[src/rtl/mul_seq_pkg.sv]
// Shared constants for the sequential shift-add multiplier: state encoding, default
// operand width and iteration count.
package mul_seq_pkg;

    localparam int MUL_WIDTH = 32;
    localparam int MUL_ITERS = 32;
    localparam int CNT_W     = 6;

    typedef enum logic [1:0] {
        IDLE = 2'd0,
        RUN  = 2'd1,
        DONE = 2'd2
    } state_e;

endpackage

[src/rtl/mul_seq_cla.sv]
// Carry-lookahead adder: 4-bit lookahead groups with group generate/propagate, combinational.
// WIDTH must be a multiple of 4.
module mul_seq_cla #(
    parameter int WIDTH = 32
) (
    input  logic [WIDTH-1:0] iA,
    input  logic [WIDTH-1:0] iB,
    input  logic             iCarry,
    output logic [WIDTH-1:0] oSum,
    output logic             oCarry
);

    logic [WIDTH:0]   carry;
    logic [WIDTH-1:0] gen_b;
    logic [WIDTH-1:0] prop_b;

    assign gen_b    = iA & iB;
    assign prop_b   = iA ^ iB;
    assign carry[0] = iCarry;

    for (genvar k = 0; k < WIDTH / 4; k++) begin : g_grp
        logic [3:0] g;
        logic [3:0] p;
        logic       ci;
        logic       grp_g;
        logic       grp_p;

        assign g  = gen_b[4*k +: 4];
        assign p  = prop_b[4*k +: 4];
        assign ci = carry[4*k];

        assign carry[4*k+1] = g[0] | (p[0] & ci);
        assign carry[4*k+2] = g[1] | (p[1] & g[0]) | (p[1] & p[0] & ci);
        assign carry[4*k+3] = g[2] | (p[2] & g[1]) | (p[2] & p[1] & g[0])
                            | (p[2] & p[1] & p[0] & ci);

        // Group terms let the next group's carry-in skip the in-group chain.
        assign grp_g = g[3] | (p[3] & g[2]) | (p[3] & p[2] & g[1])
                     | (p[3] & p[2] & p[1] & g[0]);
        assign grp_p = &p;
        assign carry[4*k+4] = grp_g | (grp_p & ci);
    end

    assign oSum   = prop_b ^ carry[WIDTH-1:0];
    assign oCarry = carry[WIDTH];

endmodule

[src/rtl/mul_seq.sv]
// Unsigned WIDTHxWIDTH shift-add multiplier, 32 iterations, oDone in the cycle after the 32nd; starts ignored while busy.
// MUL_SEQ_ZERO_BYPASS_EN: zero operand goes straight to DONE (oDone in the cycle after the accept).
module mul_seq
    import mul_seq_pkg::*;
#(
    parameter int WIDTH = MUL_WIDTH
) (
    input  logic             iClk,
    input  logic             iRst,
    input  logic             iStart,
    input  logic [WIDTH-1:0] iX,
    input  logic [WIDTH-1:0] iY,
    output logic             oBusy,
    output logic             oDone,
    output logic [WIDTH-1:0] oHi,
    output logic [WIDTH-1:0] oLo,
    output logic             oZero
);

    state_e               state_q, state_d;
    logic [2*WIDTH-1:0]   p_q, p_d;
    logic [WIDTH-1:0]     m_q, m_d;
    logic [CNT_W-1:0]     cnt_q, cnt_d;

    logic [WIDTH-1:0]     add_b;
    logic [WIDTH-1:0]     add_s;
    logic                 add_c;

    // Adding zero when P[0] is clear yields {0, P_hi}, so one adder covers both cases.
    assign add_b = p_q[0] ? m_q : '0;

    mul_seq_cla #(
        .WIDTH (WIDTH)
    ) u_cla (
        .iA     (p_q[2*WIDTH-1:WIDTH]),
        .iB     (add_b),
        .iCarry (1'b0),
        .oSum   (add_s),
        .oCarry (add_c)
    );

    always_comb begin
        state_d = state_q;
        p_d     = p_q;
        m_d     = m_q;
        cnt_d   = cnt_q;
        case (state_q)
            IDLE: begin
                if (iStart) begin
                    m_d     = iX;
                    cnt_d   = '0;
                    p_d     = {{WIDTH{1'b0}}, iY};
                    state_d = RUN;
`ifdef MUL_SEQ_ZERO_BYPASS_EN
                    if ((iX == '0) || (iY == '0)) begin
                        p_d     = '0;
                        state_d = DONE;
                    end
`endif
                end
            end
            RUN: begin
                p_d   = {add_c, add_s, p_q[WIDTH-1:1]};
                cnt_d = cnt_q + CNT_W'(1);
                if (cnt_q == CNT_W'(MUL_ITERS - 1)) begin
                    state_d = DONE;
                end
            end
            DONE: begin
                state_d = IDLE;
            end
            default: begin
                state_d = IDLE;
            end
        endcase
    end

    always_ff @(posedge iClk) begin
        if (iRst) begin
            state_q <= IDLE;
            p_q     <= '0;
            m_q     <= '0;
            cnt_q   <= '0;
        end else begin
            state_q <= state_d;
            p_q     <= p_d;
            m_q     <= m_d;
            cnt_q   <= cnt_d;
        end
    end

    assign oBusy = (state_q != IDLE);
    assign oDone = (state_q == DONE);
    assign oHi   = p_q[2*WIDTH-1:WIDTH];
    assign oLo   = p_q[WIDTH-1:0];
    assign oZero = (p_q == '0);

endmodule

[config.mk]
export PLATFORM = sky130hd
export DESIGN_NAME = mul_seq
export DESIGN_NICKNAME = d
export VERILOG_FILES = /design/src/rtl/mul_seq_pkg.sv /design/src/rtl/mul_seq_cla.sv /design/src/rtl/mul_seq.sv
export SDC_FILE = /design/constraint.sdc
export NUM_CORES = 1
export LEC_CHECK = 0
export CORE_AREA = 2 2 82 142
export CTS_BUF_LIST = sky130_fd_sc_hd__clkbuf_4
export DETAILED_ROUTE_END_ITERATION = 10
export DIE_AREA = 0 0 84 144
export MAX_ROUTING_LAYER = met4
export PLACE_DENSITY = 0.8
export REMOVE_ABC_BUFFERS = 1
export SLEW_MARGIN = 20
export SYNTH_ARGS = -nofsm -noshare
export SYNTH_HDL_FRONTEND = slang
export SYNTH_SLANG_ARGS = --single-unit
[constraint.sdc]
create_clock -name iClk -period 3.6 [get_ports iClk]
set_clock_uncertainty 0.1 [all_clocks]
set_input_delay 0.72 -clock iClk [delete_from_list [all_inputs] [get_ports iClk]]
set_output_delay 0.72 -clock iClk [all_outputs]
set_load 0.01 [all_outputs]
Yosys cells after proc, flatten, opt, wreduce, memory -nomap -nowiden
Cells that the tools add are included.

operators by class
  equal/unequal tests = 5
  reductions and logical operators = 14
  bitwise gates (word level) = 193
  add/subtract/negate cells = 1
  mux-type cells = 8

operators by type and width
  kind                                           count
  one-hot mux 64 bit (2 select lines)            1
  bitwise AND 1 bit                              114
  bitwise OR 1 bit                               76
  zero test 64 bit                               1
  2-to-1 mux 64 bit                              1
  bitwise XOR 32 bit                             2
  bitwise AND 32 bit                             1
  2-to-1 mux 32 bit                              1
  AND reduction 4 bit                            7
  one-hot mux 6 bit (2 select lines)             1
  adder 6 x 1 -> 6 bit, second input constant    1
  == test 6 x 5 -> 1 bit, second input constant  1
  2-to-1 mux 6 bit                               1
  AND reduction 2 bit                            3
  2-to-1 mux 2 bit                               2
  != test 2 bit, second input constant           2
  one-hot mux 2 bit (2 select lines)             1
  nonzero test 2 bit                             2
  == test 2 x 1 -> 1 bit, second input constant  1
  == test 2 bit, second input constant           1
  zero test 2 bit                                1

storage, ports and cells
  register bits after elaboration = 104
  output and inout bits = 67
  input port bits = 67

Depth between registers and ports, before layout
  word-level depth = 22
  mapped depth = 15

Hierarchy
Synthesis repeated with hierarchy kept, for this count alone.

unflattened totals
  cell total of the unflattened synthesis = 636
  area, all modules = 5577.8 um^2

by module, submodules not included
  module       times used  cells an instance  seq. area each (um^2)  area each (um^2)
  mul_seq      1           482                2082.0                 4249.1
  mul_seq_cla  1           154                0.0                    1328.8

Least setup slack after synthesis
Ideal clock, no wire load.

  path type = register to register
  start = register p_q[0]
  end = register p_q[60]
  period minus slack after synthesis = 3.263 ns
  setup time = 0.132 ns
  setup slack = 0.337 ns
  cell stages (with the launch flop) = 14
  data arrival time = 3.031 ns
  path through = dfxtp_1 > clkbuf_1 > and2_1 > ha_1 > a21o_1 > a211o_1 > o2111ai_1 > nor3b_2 > a21oi_4 > a221o_2 > fa_1 > xor2_1 > nand2_1 > a21oi_1

between the ends
  cells in the longest elaborated chain, start to end = 22

RTL lines
  element                                                          RTL line                              text
  start, declared                                                  mul_seq.sv:21                         logic [2*WIDTH-1:0] p_q, p_d;
  start signal, assigned                                           mul_seq.sv:86                         p_q <= p_d;
  2-to-1 mux 32 bit (*)                                            mul_seq.sv:30                         assign add_b = p_q[0] ? m_q : '0;
  bitwise XOR 32 bit / bitwise AND 32 bit (equally long branches)  mul_seq_cla.sv:18, mul_seq_cla.sv:17
  bitwise AND 1 bit (on tied branches)                             mul_seq_cla.sv:38, mul_seq_cla.sv:39
  bitwise OR 1 bit, or another cell as far along                   mul_seq_cla.sv:38                     assign grp_g = g[3] | (p[3] & g[2]) | (p[3] & p[2] & g[1])
  bitwise OR 1 bit / bitwise AND 1 bit (equally long branches)     mul_seq_cla.sv:38, mul_seq_cla.sv:39
  bitwise OR 1 bit                                                 mul_seq_cla.sv:39                     | (p[3] & p[2] & p[1] & g[0]);
  bitwise AND 1 bit                                                mul_seq_cla.sv:41                     assign carry[4*k+4] = grp_g | (grp_p & ci);
  bitwise OR 1 bit                                                 mul_seq_cla.sv:41
  [... 6 more ...]                                                 n/a
  bitwise AND 1 bit                                                mul_seq_cla.sv:41
  bitwise OR 1 bit                                                 mul_seq_cla.sv:41
  bitwise AND 1 bit                                                mul_seq_cla.sv:41
  bitwise OR 1 bit                                                 mul_seq_cla.sv:41
  bitwise AND 1 bit                                                mul_seq_cla.sv:32                     assign carry[4*k+1] = g[0] | (p[0] & ci);
  bitwise OR 1 bit                                                 mul_seq_cla.sv:32
  bitwise XOR 32 bit (*)                                           mul_seq_cla.sv:44                     assign oSum = prop_b ^ carry[WIDTH-1:0];
  one-hot mux 64 bit (2 select lines) (*)                          mul_seq.sv:47                         case (state_q)

Mark *: on every way between the ends. The rest lies on a longest branch, timed or not.
A chain may end at the register's enable or synchronous reset.

Worst setup path in the final report
  start = register p_q[0]
  end = register p_q[48]

between the ends
  cells in the longest elaborated chain, start to end = 16

RTL lines
  element                                                          RTL line
  2-to-1 mux 32 bit (*)                                            mul_seq.sv:30
  bitwise XOR 32 bit / bitwise AND 32 bit (equally long branches)  mul_seq_cla.sv:18, mul_seq_cla.sv:17
  bitwise AND 1 bit (on tied branches)                             mul_seq_cla.sv:38, mul_seq_cla.sv:39
  bitwise OR 1 bit, or another cell as far along                   mul_seq_cla.sv:38
  bitwise OR 1 bit / bitwise AND 1 bit (equally long branches)     mul_seq_cla.sv:38, mul_seq_cla.sv:39
  bitwise OR 1 bit                                                 mul_seq_cla.sv:39
  bitwise AND 1 bit                                                mul_seq_cla.sv:41
  bitwise OR 1 bit                                                 mul_seq_cla.sv:41
  bitwise AND 1 bit                                                mul_seq_cla.sv:41
  bitwise OR 1 bit                                                 mul_seq_cla.sv:41
  bitwise AND 1 bit                                                mul_seq_cla.sv:41
  bitwise OR 1 bit                                                 mul_seq_cla.sv:41
  bitwise AND 1 bit                                                mul_seq_cla.sv:32
  bitwise OR 1 bit                                                 mul_seq_cla.sv:32
  bitwise XOR 32 bit (*)                                           mul_seq_cla.sv:44
  one-hot mux 64 bit (2 select lines) (*)                          mul_seq.sv:47

Marked as above.

==> out/qor.yml <==
die_y_um: 144
num_vias: 5409
core.rowCount: 51
gp_congestion: 0.983
cp.required_ns: 3.90
area_delta_synth_final_pct: 28.6
ir_drop_mv: 0.228
clk_latency_ns: 0.46
leakagePower_nw: 2.93
hold_viol: 0
hp-start: "m_q[27]"
yosysWarnings: 0
yosys.area_share.simple: 0.285
max_cap_violations: 0
p_sw_mw: 0.697
grt_pass1_vias: 5310
cp-startpoint: "p_q[0]"
utilization: 0.635
r2r_start: "p_q[0]"
dp_hpwl_mm: 11.4
tightest_slew_ns: 0.856
pwr-share-clk: 0.259
antenna_found_initial: 1
crit_type: "reg2reg"
dp.cells: 921
clock-sinks: 104
p_seq_frac: 0.548
hp-class: "reg2reg"
synth_async_sr_flop_share: 0
swShare: 0.298
synth_cells: 688
grt.total_usage: 0.264
ys_seq_area_frac: 0.382
max_slew_margin: 0.430
critPathCaptureType: "register"
grt_pass1_wl_mm: 25.1
netlist.area_leader.share: 0.382
wirelength_mm: 15.5
ys_top_cells_by_count: "nand2_1 (110), dfxtp_1 (104), nor2_1 (94), a21oi_1 (78), nor4_1 (42)"
crit_chain: "and2_1 -> ha_1 -> a21oi_1 -> o21ai_0 -> a21oi_1 -> nand2_1 -> a21o_1 -> a21o_1 -> a21o_1 -> a21o_1 -> fa_1 -> xor2_1 -> nand2_1 -> a21oi_1"
drtPass1Iterations: 4
core_region_area_mm2: 0.0110
ys.flop_type: "dfxtp_1"
total_power_mw: 2.34
drtAntennaViolNets: 0
hold_buffers: 0
cts_buffers: 9
cts-root-buf: "clkbuf_4"
worst_setup_path_start_kind: "register"
fin_crit_ns: 3.36
synth_xor_area_frac: 0.0354
internal_power_mw: 1.65
rsz0062_at_grt: "no"
slowest_stage: "dfxtp_4"
overflow: 0
status: "finished, final reports clean"
synth_edf_count: 0
portBuffers: 133
fp.dieArea_mm2: 0.0121
power-per-cell-area_mw_per_mm2: 334
slowest_delay_ns: 0.45
max_freq_mhz: 297
clockBufferDepth: 2
ys_seq_elements: 104
clk_pin_slew_worst_paths_ns: 0.16
synth.largest_area_cell: "dfxtp_1"
initial_core_util: 0.493
final_cells: 938
initialDrtViolationCount: 293
htreeDepth: 3
ios: 134
combinationalPowerShare: 0.193
critPathMaxFanout: 25
synth_compound_area_frac: 0.157
die_w_um: 84
cts_setup_buffers: 0
timing.final.crit_share: 0.934
synth_mux_area_frac: 0
synth_cell_types: 50
syn_area_mm2: 0.00545
finalSetupViolCount: 0
yosys.area_share.adder: 0.105
synth_top_family_by_area: "simple AND/OR/NAND/NOR gates"
cp_data_arrival_time_ns: 3.66
vias_per_cell: 5.77
synthTopCellsByArea: "dfxtp_1 (38%), ha_1 (7.6%), nand2_1 (7.6%)"
slew_viol_final: 0
drc_errors: 0
nNetsFinal: 908
avgSynthCellArea_um2: 7.92
critPathMostFrequentCell: "a21o_1"
wire_per_inst_um: 16.5
grt_max_degree: 82
yosysMostFrequentCell: "nand2_1"
final_layout_size_suffix_gt1_frac: 0.0509
cts_tree: "done"
-- power by group through the flow --
stage          Clock, mW  Sequential (mW)  Combinational, mW
2_1_floorplan          0             1.30              0.195
3_3_place_gp           0             1.31              0.439
3_5_place_dp           0             1.31              0.451
4_1_cts            0.622             1.28              0.453
5_1_grt            0.662             1.29              0.495
6_report           0.607             1.28              0.453
-- final cells by class --
cell class,instances,area [um^2]
fill,1003,4030
clock buffer,9,67.6
sequential,104,2090
tap,132,165
clock inverter,7,71.3
inverter,10,37.5
multi-input combinational,533,3180
antenna,1,2.50
timing repair buffer,142,1390
-- stage by stage --
stage / area [um^2] / hold slack (ns) / setup TNS [ns] / setup slack [ns]
final: 7010 / 0.361 / 0 / 0.237
after global placement: 6860 / 0.344 / 0 / 0.0973
after global routing: 7010 / 0.385 / 0 / 0.0418
after detailed placement: 6860 / 0.343 / -0.0865 / -0.0449
after floorplan: 5290 / 0.326 / -0.753 / -0.0847
after CTS: 7000 / 0.363 / 0 / 0.167
-- what timing repair did --
| item | 4_1_cts | 5_1_grt |
|---|---|---|
| gates resized for setup | 1 | 2 |
| endpoints found under the setup margin | 4 | 3 |
| pin swaps | 0 | 0 |
| cloned | 0 | 0 |
-- routing by layer --
metal	track usage	routed length, um
met1	0.275	5730
met4	0.118	580
met5	-	0
met3	0.0348	687
met2	0.493	8480
-- worst max-delay path, delay by kind of cell (launching register included) --
kind / cells / cell delay (ns)
compound gates: 8 / 1.49
xor+xnor: 1 / 0.13
fa+ha+maj: 2 / 0.76
flops: 1 / 0.45
simple gates: 3 / 0.38
-- path summary, 6_finish.rpt --
kind | endpoint | slack [ns] | cells after the start
max | p_q[48] | 0.24 | 14
min reg2reg | m_q[27] | 0.36 | 2
max reg2reg | p_q[48] | 0.24 | 14
min | m_q[27] | 0.36 | 2
-- cell usage in the layout, fill, tap and decap left out, drive strengths merged, types with 2 or more instances in the layout --
cell and count:
nand3 27, clkdlybuf4s50 132, fa 8, and4 3, nor2b 2, dfxtp 104
nand2 110, o21ai 16, clkbuf 9, a21oi 80, a21o 11, nand3b 2
a41oi 3, nor2 95, a221oi 2, o21a 4, inv 11, xor2 14
o21bai 3, and2 34, nand4 6, xnor2 8, clkinv 3, and3 3
buf 10, a31oi 4, nor4 42, ha 33, a22oi 9, clkinvlp 2
nor3b 2
-- sequential cells by signal, indices dropped and copies added, names as in the netlist --
signal	cells
cnt_q	6
m_q	32
p_q	64
state_q	2
-- cells by family after synthesis --
family	count (synthesis)
compound gates	139
xor+xnor	22
fa+ha+maj	41
buf+inv	51
flops	104
simple gates	331
(Power assumes the default switching activity.)
